**src/rtl/uart_tx_fifo_ctrl.sv**
```systemverilog
// UART TX FIFO controller: round-robin write arbiter plus frame read sequencer.
// Optional watchdog on the WAIT state: define UART_TX_TIMEOUT_EN.
module uart_tx_fifo_ctrl #(
    parameter int DATA_W         = 8,
    parameter int GAP_CYCLES     = 16,
    parameter int TIMEOUT_CYCLES = 65535
) (
    input  logic              ckht,
    input  logic              rst,
    input  logic              req0_valid,
    input  logic [DATA_W-1:0] req0_data,
    output logic              req0_ready,
    input  logic              req1_valid,
    input  logic [DATA_W-1:0] req1_data,
    output logic              req1_ready,
    output logic              fifo_wr_en,
    output logic [DATA_W-1:0] fifo_wr_data,
    input  logic              fifo_full,
    output logic              fifo_rd_en,
    input  logic [DATA_W-1:0] fifo_rd_data,
    input  logic              fifo_empty,
    output logic              tx_start,
    output logic [DATA_W-1:0] tx_data,
    input  logic              tx_busy,
    input  logic              tx_done,
    output logic              ctrl_busy,
    output logic              err_timeout
);

    localparam logic [2:0] IDLE  = 3'd0;
    localparam logic [2:0] RD    = 3'd1;
    localparam logic [2:0] LOAD  = 3'd2;
    localparam logic [2:0] START = 3'd3;
    localparam logic [2:0] WAIT  = 3'd4;
    localparam logic [2:0] GAP   = 3'd5;

    localparam int GW       = (GAP_CYCLES > 1) ? $clog2(GAP_CYCLES) : 1;
    localparam int GAP_LAST = (GAP_CYCLES > 0) ? GAP_CYCLES - 1 : 0;

    logic          last;
    logic          gnt0;
    logic          gnt1;
    logic [2:0]    state;
    logic [GW-1:0] gap_cnt;
    logic          wd_hit;

    always_comb begin
        gnt0 = req0_valid & (!req1_valid | last);
        gnt1 = req1_valid & !gnt0;
    end

    assign req0_ready = gnt0 & !fifo_full;
    assign req1_ready = gnt1 & !fifo_full;
    assign fifo_wr_en = req0_ready | req1_ready;

    always_comb begin
        fifo_wr_data = '0;
        if (gnt0)
            fifo_wr_data = req0_data;
        else if (gnt1)
            fifo_wr_data = req1_data;
    end

    // last = 1 after reset so source 0 wins the first conflict
    always_ff @(posedge ckht) begin
        if (rst)
            last <= 1'b1;
        else if (req0_ready)
            last <= 1'b0;
        else if (req1_ready)
            last <= 1'b1;
    end

    always_ff @(posedge ckht) begin
        if (rst) begin
            state   <= IDLE;
            gap_cnt <= '0;
            tx_data <= '0;
        end else begin
            case (state)
                IDLE: if (!fifo_empty && !tx_busy) state <= RD;
                RD:   state <= LOAD;
                LOAD: begin
                    tx_data <= fifo_rd_data;
                    state   <= START;
                end
                START: state <= WAIT;
                WAIT: begin
                    gap_cnt <= '0;
                    if (tx_done)
                        state <= (GAP_CYCLES == 0) ? IDLE : GAP;
                    else if (wd_hit)
                        state <= IDLE;
                end
                GAP: begin
                    if (gap_cnt == GW'(GAP_LAST))
                        state <= IDLE;
                    else
                        gap_cnt <= gap_cnt + 1'b1;
                end
                default: state <= IDLE;
            endcase
        end
    end

    assign fifo_rd_en = (state == RD);
    assign tx_start   = (state == START);
    assign ctrl_busy  = (state != IDLE);

`ifdef UART_TX_TIMEOUT_EN
    localparam int TW = (TIMEOUT_CYCLES > 1) ? $clog2(TIMEOUT_CYCLES) : 1;

    logic [TW-1:0] wd_cnt;

    // wd_cnt sits at 0 outside WAIT, so it is clear on every WAIT entry
    assign wd_hit = (state == WAIT) && !tx_done &&
                    (wd_cnt == TW'(TIMEOUT_CYCLES - 1));

    always_ff @(posedge ckht) begin
        if (rst) begin
            wd_cnt      <= '0;
            err_timeout <= 1'b0;
        end else begin
            err_timeout <= wd_hit;
            if (state == WAIT)
                wd_cnt <= wd_cnt + 1'b1;
            else
                wd_cnt <= '0;
        end
    end
`else
    assign wd_hit      = 1'b0;
    assign err_timeout = 1'b0;
`endif

endmodule
```
**config.mk**
```make
export PLATFORM = sky130hd
export DESIGN_NAME = uart_tx_fifo_ctrl
export DESIGN_NICKNAME = d
export VERILOG_FILES = /design/src/rtl/uart_tx_fifo_ctrl.sv
export SDC_FILE = /design/constraint.sdc
export NUM_CORES = 1
export LEC_CHECK = 0
export CORE_UTILIZATION = 36
export DETAILED_ROUTE_END_ITERATION = 8
export PLACE_DENSITY = 0.78
export SLEW_MARGIN = 20
export SYNTH_ARGS = -nofsm -noshare
export SYNTH_HDL_FRONTEND = slang
export SYNTH_SLANG_ARGS = --single-unit
```
**constraint.sdc**
```tcl
create_clock -name ckht -period 1.6 [get_ports ckht]
set_input_delay 0.16 -clock ckht [delete_from_list [all_inputs] [get_ports ckht]]
set_output_delay 0.16 -clock ckht [all_outputs]
set_load 0.01 [all_outputs]
```
==> reports/qor.txt <==
===============================================================================================
CTS tree .........................................................................        built
Dominant combinational cell family by area after synthesis ....................... simple AND/OR/NAND/NOR gates
Placer's final routability congestion estimate ...................................        0.768
CTS Buf Count ....................................................................            3
Post-Synth Adder-Cell Area .......................................................        1.37%
Overall Global Routing Usage .....................................................        18.3%
Insertion delay of the later-clocked pin in the worst-skew pair ..................      0.29 ns
First-pass GRT wire length .......................................................      3760 um
Area growth syn-to-layout ........................................................        72.4%
DR vias/cell .....................................................................         4.91
Number of enable-type register cells in the synthesized netlist ..................            0
Number of setup violations in the final report ...................................            0
DRC marker count from the first detailed-route iteration .........................            5
Smallest hold slack ..............................................................     0.477 ns
FF-to-FF End ..................................................................... gap_cnt[3]$_SDFFE_PP0P_
Ratio of cells with drive above 1 in the final layout ............................        20.6%
Pin count of the biggest net entering global routing .............................           17
Setup TNS ........................................................................         0 ns
HPWL after detailed placement ....................................................      1830 um
Total via count after detailed routing ...........................................          996
Boundary Pins ....................................................................           55
Total number of clock tree sinks .................................................           16
Leakage power figure .............................................................  0.000692 uW
RR Startpoint .................................................................... state[2]$_SDFFE_PP0P_
Final max-slew violation count ...................................................            0
Fraction of synthesized cell area in xor and xnor cells ..........................       0.962%
Tot Pwr ..........................................................................      1030 uW
Multiplexer share of the synthesized area ........................................        17.6%
Aggregate routed wire length .....................................................      2420 um
Highest Clock Rate ...............................................................    0.649 GHz
Count of buffers from port buffering .............................................           53
Placement Setup Slack ............................................................    -0.380 ns
Biggest area contributors in the synthesized netlist ............................. sky130_fd_sc_hd__dfxtp_1 (35%), sky130_fd_sc_hd__mux2i_1 (18%), sky130_fd_sc_hd__nor2_1 (5.8%)
Endpoint type of the worst setup path ............................................  output port
CTS Root Buffer Type ............................................................. sky130_fd_sc_hd__clkbuf_4
Clock input transition at the sequential cells of the worst setup and hold paths .      0.09 ns
Kind of cell with the highest combined delay on the critical path ................ simple AND/OR/NAND/NOR gates
Filler instances .................................................................          212
Worst-path cell chain ............................................................ or3_2 -> dlygate4sd2_1
H-Tree Level Count ...............................................................            1
Simple-gate portion of the synthesized area ......................................        25.0%
Proportion of netlist area held by the largest area contributor ..................        35.2%
DRC viols ........................................................................            0
Cell variety after synth .........................................................           34
Max cap viols ....................................................................            0
Number of placed cells counting well taps ........................................          194
Crit-path max cell delay .........................................................      0.44 ns
Required time of the critical path ...............................................      1.44 ns
Run status .......................................................................    completed
Cell Count, Final, Fillers Out ...................................................          203
Number of antenna violations at the first check in global routing ................            0
WL/cell ..........................................................................      11.9 um
Largest fanout of any net on the critical path ...................................            8
Cell count after synthesis .......................................................          110
Overflow left after global routing ...............................................            0
Async set-or-reset flop fraction in the synthesized netlist ......................           0%
DRT Pass-1 Iters .................................................................            4
Number of endpoints with negative hold slack in the final report .................            0
Avg Inst Size Synth ..............................................................    8.28 um^2
Clock tree skew after final layout ...............................................   0.00269 ns
Starting Density .................................................................        39.7%
Cts-stage hold buffer count ......................................................            0
Largest area contributor in the synthesized netlist .............................. sky130_fd_sc_hd__dfxtp_1
Number of global-route vias before repair ........................................          911
Arr. time, crit path .............................................................      1.38 ns
Cell Area, Synth .................................................................     911 um^2
Synth Register Bits ..............................................................           16
Antenna diode count ..............................................................            0
Final clock period utilization by the worst path .................................        96.3%
Total die area ...................................................................    2740 um^2
Worst setup path class ...........................................................      reg2out
Min-Delay Path Class .............................................................       in2reg
Final worst path period need .....................................................      1.54 ns
Leading cell types by count after synthesis ...................................... sky130_fd_sc_hd__dfxtp_1 (16), sky130_fd_sc_hd__mux2i_1 (16), sky130_fd_sc_hd__nor2_1 (14)
Horizontal die dimension .........................................................      52.3 um
Maximum vdd ir drop ..............................................................       531 uV
Syn_nets .........................................................................          143
Nets@finish ......................................................................          209
Capturing instance or port of the critical path ..................................    ctrl_busy
Final WS setup ...................................................................    0.0589 ns
R2r worst-path depth .............................................................            4
Number of rows in the core area ..................................................           17
Total buffers and inverters traversed by the critical path .......................            1
Crit path depth ..................................................................            2
Ratio of total power to cell area ................................................  658 nW/um^2
Antenna Violating Nets Remaining .................................................            0
Yosys warns ......................................................................            0
Core box area ....................................................................    2300 um^2
Slowest cell on the critical path ................................................ sky130_fd_sc_hd__or3_2
Share of the synthesized area in compound gates (AO/OA/AOI/OAI) ..................        10.7%
R2R setup slack ..................................................................      0.28 ns
Nature of the critical path startpoint ...........................................     register
Die extent in y ..................................................................      52.3 um
Maximum buffer depth of the clock tree ...........................................            2
Leading register cell type out of synthesis ...................................... sky130_fd_sc_hd__dfxtp_1
Setup crit start ................................................................. state[1]$_SDFFE_PP0P_
Share of synthesized area occupied by flip-flops and latches .....................        35.2%
===============================================================================================
routing by layer:
layer | routed length, um | part of all wire, % | track usage (%)
met4 | 24 | 0.99 | 7.46
met1 | 996 | 41 | 19.1
met3 | 232 | 9.6 | 5.51
met2 | 1170 | 48 | 33.3
met5 | 0 | 0 | 0
flip-flops by register name, indices dropped and copies added, names as in the netlist:
| signal | cells |
|---|---|
| tx_data | 8 |
| state | 3 |
| last | 1 |
| gap_cnt | 4 |
cell type report:
cell class	count	area (um^2)	area share (%)
clock buffers	4	36.3	2.31
multi-input cells	78	522	33.2
repair buffers	68	618	39.4
well taps	28	35.0	2.23
flip-flops and latches	16	325	20.7
inverters	9	33.8	2.15
tightest hold or removal path: cells and delay by family:
family | cells | cell delay (ns)
buf+inv | 1 | 0.39
mux | 1 | 0.12
simple gates | 1 | 0.05
worst min-delay path by stage:
| stage | endpoint | cells after the start | slack (ns) | from |
|---|---|---|---|---|
| after floorplan | gap_cnt[3]$_SDFFE_PP0P_ | 1 | 0.22 | rst |
| after global placement | tx_data[2]$_SDFFE_PP0N_ | 2 | 0.47 | tx_data[2]$_SDFFE_PP0N_ |
| after detailed placement | tx_data[6]$_SDFFE_PP0N_ | 2 | 0.49 | tx_data[6]$_SDFFE_PP0N_ |
| after CTS | tx_data[5]$_SDFFE_PP0N_ | 3 | 0.47 | fifo_rd_data[5] |
| after global routing | tx_data[7]$_SDFFE_PP0N_ | 3 | 0.50 | fifo_rd_data[7] |
| final | tx_data[5]$_SDFFE_PP0N_ | 3 | 0.48 | fifo_rd_data[5] |
timing repair:
action                                  in CTS  in global routing
pin swaps                                    1                  1
endpoints found under the setup margin      14                  2
setup buffers                                5                  2
gates resized for setup                     48                  3
cells in the final DEF (no fill, tap or decap), types with 2 or more instances in the layout:
master                             n
sky130_fd_sc_hd__clkdlybuf4s50_1  38
sky130_fd_sc_hd__mux2i_1          16
sky130_fd_sc_hd__nor2_1           14
sky130_fd_sc_hd__dfxtp_1          14
sky130_fd_sc_hd__nand2_1          12
sky130_fd_sc_hd__buf_4            10
sky130_fd_sc_hd__inv_1             9
sky130_fd_sc_hd__buf_2             8
sky130_fd_sc_hd__dlygate4sd2_1     6
sky130_fd_sc_hd__nand3_1           4
sky130_fd_sc_hd__buf_6             4
sky130_fd_sc_hd__a21oi_1           3
sky130_fd_sc_hd__clkbuf_4          3
sky130_fd_sc_hd__nor2b_1           2
sky130_fd_sc_hd__nand4_1           2
sky130_fd_sc_hd__or2b_1            2
sky130_fd_sc_hd__o21ai_0           2
sky130_fd_sc_hd__a31oi_1           2
cells by family (layout without fill, tap and decap cells):
logic type	Yosys count	count (layout)
XOR/XNOR	1	1
other	1	1
flip-flops	16	16
AND/OR/NAND/NOR	45	45
AO/OA/AOI/OAI	14	14
buffers and inverters	16	81
adder cells (fa/ha/maj)	1	1
multiplexers	16	16
per-stage QoR:
stage,util [%],instance area [um^2]
after detailed placement,65.5,1510
after global placement,65.5,1510
final,68.4,1570
after floorplan,-,911
after CTS,68.6,1580
after global routing,68.4,1570
where the power goes:
group / internal (uW) / switching, uW
logic: 203 / 127
registers: 420 / 17.4
clock network: 139 / 127
Note: power is estimated with default switching activity, not from simulation.
